`src/rtl/fifo_wr_arbiter.sv`:
```
// fifo_wr_arbiter
//   Round-robin arbiter that shares the single write port of one synchronous
//   FIFO between NUM_REQ producers. A producer is granted for a burst. The
//   burst ends on its req_last beat or after MAX_BURST accepted beats. The
//   arbiter drives the FIFO we/din directly and stalls while the FIFO is full.
//
// Ports
//   clk        in   clock, rising edge
//   rst        in   synchronous reset, active-high
//   req_valid  in   [NUM_REQ]         per-requester beat valid
//   req_last   in   [NUM_REQ]         per-requester last beat of packet
//   req_data   in   [NUM_REQ*DATA_W]  requester k at [k*DATA_W +: DATA_W]
//   req_ready  out  [NUM_REQ]         per-requester ready
//   fifo_full  in   FIFO full flag
//   fifo_we    out  FIFO write enable
//   fifo_din   out  [DATA_W] FIFO write data (slice of the granted requester)
//   grant_id   out  [ID_W] current / most recent granted requester
//   busy       out  1 while in GRANT state (FSM state visibility)
//
// Handshake: a beat from requester k transfers on a rising edge where
// req_valid[k] & req_ready[k] are both high. That is exactly the cycle where
// fifo_we is high. A requester may not rely on ready before asserting valid.
module fifo_wr_arbiter #(
  parameter int NUM_REQ   = 4,
  parameter int DATA_W    = 32,
  parameter int MAX_BURST = 4,
  parameter int ID_W      = $clog2(NUM_REQ)
) (
  input  logic                      clk,
  input  logic                      rst,
  input  logic [NUM_REQ-1:0]        req_valid,
  input  logic [NUM_REQ-1:0]        req_last,
  input  logic [NUM_REQ*DATA_W-1:0] req_data,
  output logic [NUM_REQ-1:0]        req_ready,
  input  logic                      fifo_full,
  output logic                      fifo_we,
  output logic [DATA_W-1:0]         fifo_din,
  output logic [ID_W-1:0]           grant_id,
  output logic                      busy
);

  localparam int CNT_W = $clog2(MAX_BURST + 1);

  typedef enum logic {
    ST_IDLE  = 1'b0,
    ST_GRANT = 1'b1
  } state_t;

  state_t           r_state, w_state_nxt;
  logic [ID_W-1:0]  r_grant_id, w_grant_id_nxt;
  logic [ID_W-1:0]  r_last_grant, w_last_grant_nxt;
  logic [CNT_W-1:0] r_beat_cnt, w_beat_cnt_nxt;

  logic             w_found;
  logic [ID_W-1:0]  w_pick;
  logic             w_we;
  logic             w_release;
  logic [NUM_REQ-1:0] w_ready;
  logic [DATA_W-1:0]  w_din;

  // Round-robin scan: start just after the last winner and wrap. The first
  // valid requester in that order wins.
  always_comb begin
    w_found = 1'b0;
    w_pick  = '0;
    for (int i = 1; i <= NUM_REQ; i++) begin
      if (!w_found && req_valid[(int'(r_last_grant) + i) % NUM_REQ]) begin
        w_found = 1'b1;
        w_pick  = ID_W'((int'(r_last_grant) + i) % NUM_REQ);
      end
    end
  end

  // Data mux. It is always driven from the granted slice, but it is only
  // meaningful when fifo_we is high.
  always_comb begin
    w_din = '0;
    for (int k = 0; k < NUM_REQ; k++) begin
      if (r_grant_id == ID_W'(k)) w_din = req_data[k*DATA_W +: DATA_W];
    end
  end

  // Ready and write are both gated by rst, so an in-flight burst is
  // blanked in the same cycle that reset is asserted.
  always_comb begin
    w_ready = '0;
    for (int k = 0; k < NUM_REQ; k++) begin
      w_ready[k] = (r_state == ST_GRANT) && !rst && !fifo_full &&
                   (r_grant_id == ID_W'(k));
    end
  end

  assign w_we      = (r_state == ST_GRANT) && !rst && !fifo_full &&
                     req_valid[r_grant_id];
  assign w_release = w_we && (req_last[r_grant_id] ||
                              (r_beat_cnt == CNT_W'(MAX_BURST - 1)));

  always_comb begin
    w_state_nxt      = r_state;
    w_grant_id_nxt   = r_grant_id;
    w_last_grant_nxt = r_last_grant;
    w_beat_cnt_nxt   = r_beat_cnt;
    case (r_state)
      ST_IDLE: begin
        if (w_found) begin
          w_state_nxt    = ST_GRANT;
          w_grant_id_nxt = w_pick;
        end
      end
      ST_GRANT: begin
        // While valid is low or the FIFO is full, the grant is held and
        // the count stays frozen. Only accepted beats advance the burst.
        if (w_release) begin
          w_state_nxt      = ST_IDLE;
          w_last_grant_nxt = r_grant_id;
          w_beat_cnt_nxt   = '0;
        end else if (w_we) begin
          w_beat_cnt_nxt = r_beat_cnt + 1'b1;
        end
      end
      default: w_state_nxt = ST_IDLE;
    endcase
  end

  always_ff @(posedge clk) begin
    if (rst) begin
      r_state      <= ST_IDLE;
      r_grant_id   <= '0;
      r_last_grant <= ID_W'(NUM_REQ - 1);  // req0 wins the first arbitration
      r_beat_cnt   <= '0;
    end else begin
      r_state      <= w_state_nxt;
      r_grant_id   <= w_grant_id_nxt;
      r_last_grant <= w_last_grant_nxt;
      r_beat_cnt   <= w_beat_cnt_nxt;
    end
  end

  assign req_ready = w_ready;
  assign fifo_we   = w_we;
  assign fifo_din  = w_din;
  assign grant_id  = r_grant_id;
  assign busy      = (r_state == ST_GRANT);

endmodule

```
`config.mk`:
```
export PLATFORM = sky130hd
export DESIGN_NAME = fifo_wr_arbiter
export DESIGN_NICKNAME = d
export VERILOG_FILES = /design/src/rtl/fifo_wr_arbiter.sv
export SDC_FILE = /design/constraint.sdc
export NUM_CORES = 1
export LEC_CHECK = 0
export CAP_MARGIN = 10
export CORE_ASPECT_RATIO = 1.2
export CORE_UTILIZATION = 27
export DETAILED_ROUTE_END_ITERATION = 12
export PLACE_DENSITY = 0.87
export SLEW_MARGIN = 20
export SYNTH_ARGS = -nofsm -noshare
export SYNTH_HDL_FRONTEND = slang
export SYNTH_SLANG_ARGS = --single-unit
```
`constraint.sdc`:
```
create_clock -name clk -period 3.45 [get_ports clk]
set_input_delay 0.69 -clock clk [delete_from_list [all_inputs] [get_ports clk]]
set_output_delay 0.69 -clock clk [all_outputs]
set_load 0.05 [all_outputs]
```
==> flow_metrics.py <==
metrics = {
    "cells_and_area": {
        "fin_cells": 338,
        "drive_gt1_share_pct": 18.2,
        "antenna_cells": 0,
        "final_common_cell": "clkdlybuf4s50_1",
        "area_growth_pct": 145,
        "seq_area_sq_um": 161,
        "final_cell_mix": "173 x clkdlybuf4s50_1, 32 x mux4_2, 8 x nor2_1",
        "multi_input_area_sq_um": 1080,
        "fillers": 361,
        "final_util_pct": 69.4,
        "design_area_sq_um": 3230,
        "fin_nets": 423,
    },
    "power": {
        "p_leak_uw": 0.00114,
        "power_density_nw_per_um2": 247,
        "peakVddDrop_mv": 0.227,
    },
    "synthesis": {
        "synthMuxAreaShare_pct": 59.0,
        "synth_fp_nets": 247,
        "synthXorXnorAreaFrac_pct": 0,
        "synth_fa_ha_area_share_pct": 1.89,
        "synth-edff-count": 0,
        "synthDominantCellAreaShare_pct": 54.5,
        "yosysSeqAreaShare_pct": 12.1,
        "synth_ff_type": "dfxtp_1",
        "yosys_warnings": 0,
        "postSynthAreaPerCell_sq_um": 12.5,
        "synth.area.top_cells": "mux4_2 54%, dfxtp_1 12%, mux2i_1 4.5%",
        "ys_seq_elements": 8,
        "async_flop_share_pct": 0,
        "synth_top_family_by_area": "multiplexers",
        "synth_top_cell_by_area": "mux4_2",
        "synth.cell_area_sq_um": 1320,
        "netlist_instances": 106,
        "netlist-cell-type-count": 35,
        "synth-simple-area-share_pct": 11.1,
        "synth_compound_area_share_pct": 9.46,
    },
    "clock_network": {
        "cts_buffers": 3,
        "cts_max_path_buffers": 2,
        "cts.htree.levels": 1,
        "post-cts-setup-buffer-count": 0,
        "hold_buffers": 0,
        "clk_pin_slew_worst_paths_ps": 40,
        "clock_latency_ps": 230,
        "cts_resized": 0,
        "cts_tree": "done",
        "numClockSinks": 8,
        "clockRootBuffer": "clkbuf_8",
    },
    "drt": {
        "remaining_drc_errors": 0,
        "viasPerCell": 5.17,
        "vias": 1749,
        "ant_nets": 0,
        "wl_per_cell_um": 18.3,
        "drt_iter0_drc": 64,
        "drt_wl_total_um": 6190,
        "dr.pass1.iters": 4,
    },
    "global_route": {
        "track_usage_pct": 23.2,
        "antenna_found_initial": 0,
        "grt_pass1_wl_um": 8950,
        "grt_pass1_vias": 1768,
        "grt_max_degree": 34,
        "grt_overflow_total": 0,
    },
    "sta": {
        "finalHoldViolCount": 0,
        "fin_crit_ps": 3000,
        "grt_setup_unrepaired": "no",
        "worst_slew_pin_slew_ps": 573,
        "fin_crit_sh_pct": 87.0,
        "slew_violations": 0,
        "max_freq_mhz": 333,
        "skew_ps": 0.560,
        "slew_headroom_pct": 61.5,
        "setup_viol": 0,
        "final.setup.tns_ps": 0,
    },
    "setup_path": {
        "critPathBufInv": 2,
        "crit_arrival_ps": 2310,
        "crit_path_frequent_cell": "clkdlybuf4s50_1",
        "slowest_delay_ps": 750,
        "critPathKind": "input port to output port",
        "ff2ff_path_depth": 5,
        "required_ps": 2760,
        "critPathCaptureType": "output port",
        "critPathMaxFanout": 1,
        "start_kind": "input port",
        "crit_chain": "clkdlybuf4s50_1, mux4_2, clkdlybuf4s50_1",
        "path_depth": 3,
        "worst_path_max_delay_cell": "clkdlybuf4s50_1",
        "path_delay_family": "buffers and inverters",
    },
    "placement": {
        "gp_congestion": 0.796,
        "dpl_cell_area_sq_um": 3190,
        "dp_hpwl_um": 5440,
        "io_buffers": 178,
        "dp_cells": 335,
    },
    "status": {
        "status": "completed",
    },
    "floorplanning": {
        "die_width_um": 65.9,
        "coreArea_sq_um": 4660,
        "num_io_pins": 179,
        "die_area_sq_um": 5180,
        "initial_utilization_pct": 28.4,
        "die_h_um": 78.7,
        "num_rows": 27,
    },
    "hold_path": {
        "min_path_cells": 2,
        "hp-class": "register to register",
    },
    "run": {
        "maxCapViolCount": 0,
    },
}
## worst paths after layout
kind                   endpoint  slack (ps)          start
setup / recovery    fifo_din[2]         450   req_data[66]
hold / removal    r_beat_cnt[1]         450  r_beat_cnt[1]
setup reg to reg           busy        1710    grant_id[0]
hold reg to reg   r_beat_cnt[1]         450  r_beat_cnt[1]
## layout make-up
type                            instances  area share (%)
Clock buffer                            3            1.28
Multi-Input combinational cell         82            33.3
Sequential cell                         8            4.99
Tap cell                               58            2.24
Inverter                                6           0.851
Timing Repair Buffer                  181            57.3
## metrics by stage
step	hold WS, ps	power [uW]	setup slack, ps
6_report	452	799	448
3_5_place_dp	450	687	420
4_1_cts	455	803	420
2_1_floorplan	432	413	704
3_3_place_gp	442	679	432
5_1_grt	476	826	394
## state kept, by name (all words and copies together), names as in the netlist
| name | count |
|---|---|
| grant_id | 2 |
| r_beat_cnt | 3 |
| r_last_grant | 2 |
| busy | 1 |
## power breakdown
| group | internal (uW) | switching (uW) | leakage [uW] |
|---|---|---|---|
| Combinational | 304 | 273 | 0.00105 |
| Sequential | 97.0 | 8.44 | 0.0000657 |
| Clock | 75.9 | 40.6 | 0.0000216 |
| Total | 477 | 322 | 0.00114 |
## cell families after synthesis
family,after synthesis
buf+inv,16
fa+ha+maj,2
flops,8
compound gates,17
simple gates,25
mux,38
## synthesized netlist by cell type, drive strengths merged (2+ instances only)
library cell and number:
nand2 4, ha 2, clkbuf 2, inv 5
nor2 9, buf 8, nor2b 2, dfxtp 8
nand2b 4, mux4 32, a21oi 4, mux2i 6
o21ai 5
## routing by layer
layer | routed length [um] | vias up | GRT usage [%]
met4 | 205 | 0 | 9.35
li1 | - | 795 | -
met1 | 2070 | 833 | 24.3
met5 | 0 | - | 0
met2 | 3290 | 102 | 41.9
met3 | 629 | 19 | 6.83
## worst register-to-register path: stages, from the launching register on
cell	delay, ps
dfxtp_2	460
buf_12	290
mux2i_1	320
a22o_1	300
nor2_4	60
a211oi_1	220
(Power assumes the default switching activity.)
==> variant 1: new RTL, same flow settings <==
The parameter `DATA_W` goes from 32 to 64.
--- a/src/rtl/fifo_wr_arbiter.sv
+++ b/src/rtl/fifo_wr_arbiter.sv
@@ -24,3 +24,3 @@
   parameter int NUM_REQ   = 4,
-  parameter int DATA_W    = 32,
+  parameter int DATA_W    = 64,
   parameter int MAX_BURST = 4,
Interface: changed (resized fifo_din and req_data); port bits go from 179 to 339. The function was not compared with the original's and may differ.
==> variant 1 against the original RTL <==
The flow now stops in I/O pin placement (3_2_place_iop); area after synthesis increased by 57%.
==> variant 1: results (changes against the original RTL) <==
outcome did not finish; Stopped at I/O pin placement (3_2_place_iop); Run Error [ERROR PPL-0024] Number of IO pins (339) exceeds maximum number of available positions (310). Increase the die perimeter from 360.39um to 461.04um.; adder-cell area share of the yosys netlist 1.20% (-0.69 points); syn_nets 414 (+68%); Yosys cell types 34 (-2.9%); mux contribution to synthesized area 72.2% (+13 points); post-synthesis compound-gate area fraction 6.02% (-3.4 points); Seq/Total Area, Yosys 7.71% (-4.4 points); FFs w/ async S/R, synth 0% (unchanged); Yosys warning count 0 (unchanged); Yosys reg bits 8 (unchanged); post-synthesis xor/xnor area fraction 0% (unchanged); DIE WIDTH 82.1 µm (+25%); Post-synth top cells 64 x mux4_2, 8 x dfxtp_1, 8 x nor2_1; Synth Instances 145 (+37%); ys flop type dfxtp_1; Area contributors post-synth mux4_2 69%, dfxtp_1 7.7%, mux2i_1 2.9%
==> variant 1: cell families after synthesis <==
kind of cell / after synthesis
compound gates: 17
simple gates: 25
fa+ha+maj: 2
mux: 70
buf+inv: 23
flops: 8
==> variant 2: new RTL, same settings <==
Without the edit above. Make the reset (`rst`) asynchronous in one clocked block. Comments in the files are not updated.
--- a/src/rtl/fifo_wr_arbiter.sv
+++ b/src/rtl/fifo_wr_arbiter.sv
@@ -124,3 +124,3 @@
 
-  always_ff @(posedge clk) begin
+  always_ff @(posedge clk or posedge rst) begin
     if (rst) begin
Check against the original RTL: differs if rst is asserted again (counterexample within 4 cycles, from zero or initial values and one cycle with rst high); with rst held inactive, the same outputs for 4 cycles.
==> variant 2 against the original RTL <==
Sequential share of layout area up 1.5 points; critical endpoint is now fifo_we; routed wire length grew 1.8%; worst hold slack improved by 0.064 ns; highest routed layer unchanged; via count down 4.6%; sequential cell count is the same; count of clock-buffer cells in the layout is 1 higher; synthesized cell count shrank 3.8%; area after synthesis increased by 1.3%; critical path type unchanged; worst setup slack better by 0.053 ns; global-route usage grew 0.45 points; final area decreased by 2.4%; core utilization fell by 1.7 points.
Power is left out: it rests on default switching activity, and per cell area and clock period it moved more than threefold.
==> variant 2: results (changes against the original RTL) <==
dpl cells 331 (-1.2%); ys flop type dfrtp_1; Slew @ Worst Pin 0.593 ns (+0.0200 ns); initial drt markers 104 (+63%); TritonCTS Buffers 3 (unchanged); # diodes 0 (unchanged); outcome complete, no violations; max-cap violation count 0 (unchanged); FFs w/ async S/R, synth 100% (+100 points); total wire length 6.30 mm (+1.8%); vias in the first global route 1,667 (-5.7%); initial antenna violation count 0 (unchanged); Critical Path End fifo_we; GRT Util Overall 23.6% (+0.45 points); GPL Wtd Cong 0.899 (+13%); wire per inst 18.8 µm (+2.7%); root buffer cell clkbuf_8; number of flip-flops in the largest register 3 (unchanged); CP max stage cell or4bb_1; Hold WC Path Type reg -> reg; DP HPWL 5.51 mm (+1.3%); crit path launch rst; Yosys warning count 0 (unchanged); share of cells above drive strength 1 30.3% (+12 points); largest net degree at the start of global routing 28 (-18%); Yosys cell types 30 (-14%); Post-layout nets 419 (-0.95%); Crit path max-delay family buffers and inverters; FF-to-FF End r_last_grant[0]$_DFFE_PP1P_; critical register-to-register path startpoint grant_id[0]$_DFFE_PP0P_; H-tree depth 1 (unchanged); DR pass1 iterations 4 (unchanged); FMAX 339 MHz (+1.8%); fill count 377 (+4.4%); Seq/Total Area, Yosys 15.1% (+3.0 points); first-pass GRT wire length 8.97 mm (+0.23%); Worst Path Arrival 2.26 ns (-0.05 ns); Setup Skew 0.00632 ns (+0.00576 ns); deepest clock path buffer count 2 (unchanged); CP peak stage delay 0.59 ns (-0.16 ns); pre-CTS setup slack 0.503 ns (+0.0836 ns); worst reg2reg setup slack 1.06 ns (-0.65 ns); DRC viols 0 (unchanged); largest fanout on the critical path 5 (+4); Area contributors post-synth mux4_2 55%, dfrtp_1 11%, dfstp_2 3.9%; I/O Buffers 178 (unchanged); Via density 4.98 (-3.8%); average size of a mapped cell 13.1 µm² (+5.3%); clock-pin slew on the worst setup and hold paths 0.04 ns (about the same); Post-synth top cells 33 x mux4_2, 8 x nor2_1, 7 x inv_1; syn_nets 243 (-1.6%); clk_lat worst skew between 0.2 and 0.25 ns; CTS-repair resized insts 0 (unchanged)
## variant 2: per-layer routing
metal	wire length [µm]	vias to the layer above	GRT usage, %
met2	3180	99	39.5
met3	568	17	6.03
met1	2360	777	28.1
met5	0	-	0
li1	-	775	-
met4	193	0	10.4
## variant 2: cell type report
type                            instances  area [µm²]  area share (%)
Clock buffer                            4        45.0            1.43
Inverter                                7        26.3           0.832
Multi-Input combinational cell         78        1070            33.8
Sequential cell                         8         204            6.46
Tap cell                               58        72.6            2.30
Timing Repair Buffer                  180        1740            55.2
## variant 2: worst min-delay path by stage
| stage | from | endpoint | slack, ns | depth (start not counted) |
|---|---|---|---|---|
| detailed placement | r_beat_cnt[0]$_DFFE_PP0P_ | r_beat_cnt[0]$_DFFE_PP0P_ | 0.50 | 1 |
| CTS | r_beat_cnt[0]$_DFFE_PP0P_ | r_beat_cnt[0]$_DFFE_PP0P_ | 0.51 | 1 |
| floorplan | r_beat_cnt[1]$_DFFE_PP0P_ | r_beat_cnt[1]$_DFFE_PP0P_ | 0.45 | 2 |
| global route | r_beat_cnt[0]$_DFFE_PP0P_ | r_beat_cnt[0]$_DFFE_PP0P_ | 0.52 | 1 |
| global placement | r_beat_cnt[1]$_DFFE_PP0P_ | r_beat_cnt[1]$_DFFE_PP0P_ | 0.48 | 2 |
| finish | r_beat_cnt[1]$_DFFE_PP0P_ | r_beat_cnt[1]$_DFFE_PP0P_ | 0.52 | 2 |
## variant 2: cell families after synthesis
group | synth area share (%)
muxes | 60.2
and+or+nand+nor | 11.1
buffers and inverters | 5.23
AOI/OAI and AO/OA | 6.44
DFF | 15.1
adders and majority gates | 1.87
## variant 2: through the flow
step                util (%)  cell area, µm²
floorplan                  -            1340
global placement        66.7            3110
detailed placement      66.7            3110
CTS                     67.7            3160
global route            67.7            3160
finish                  67.7            3160
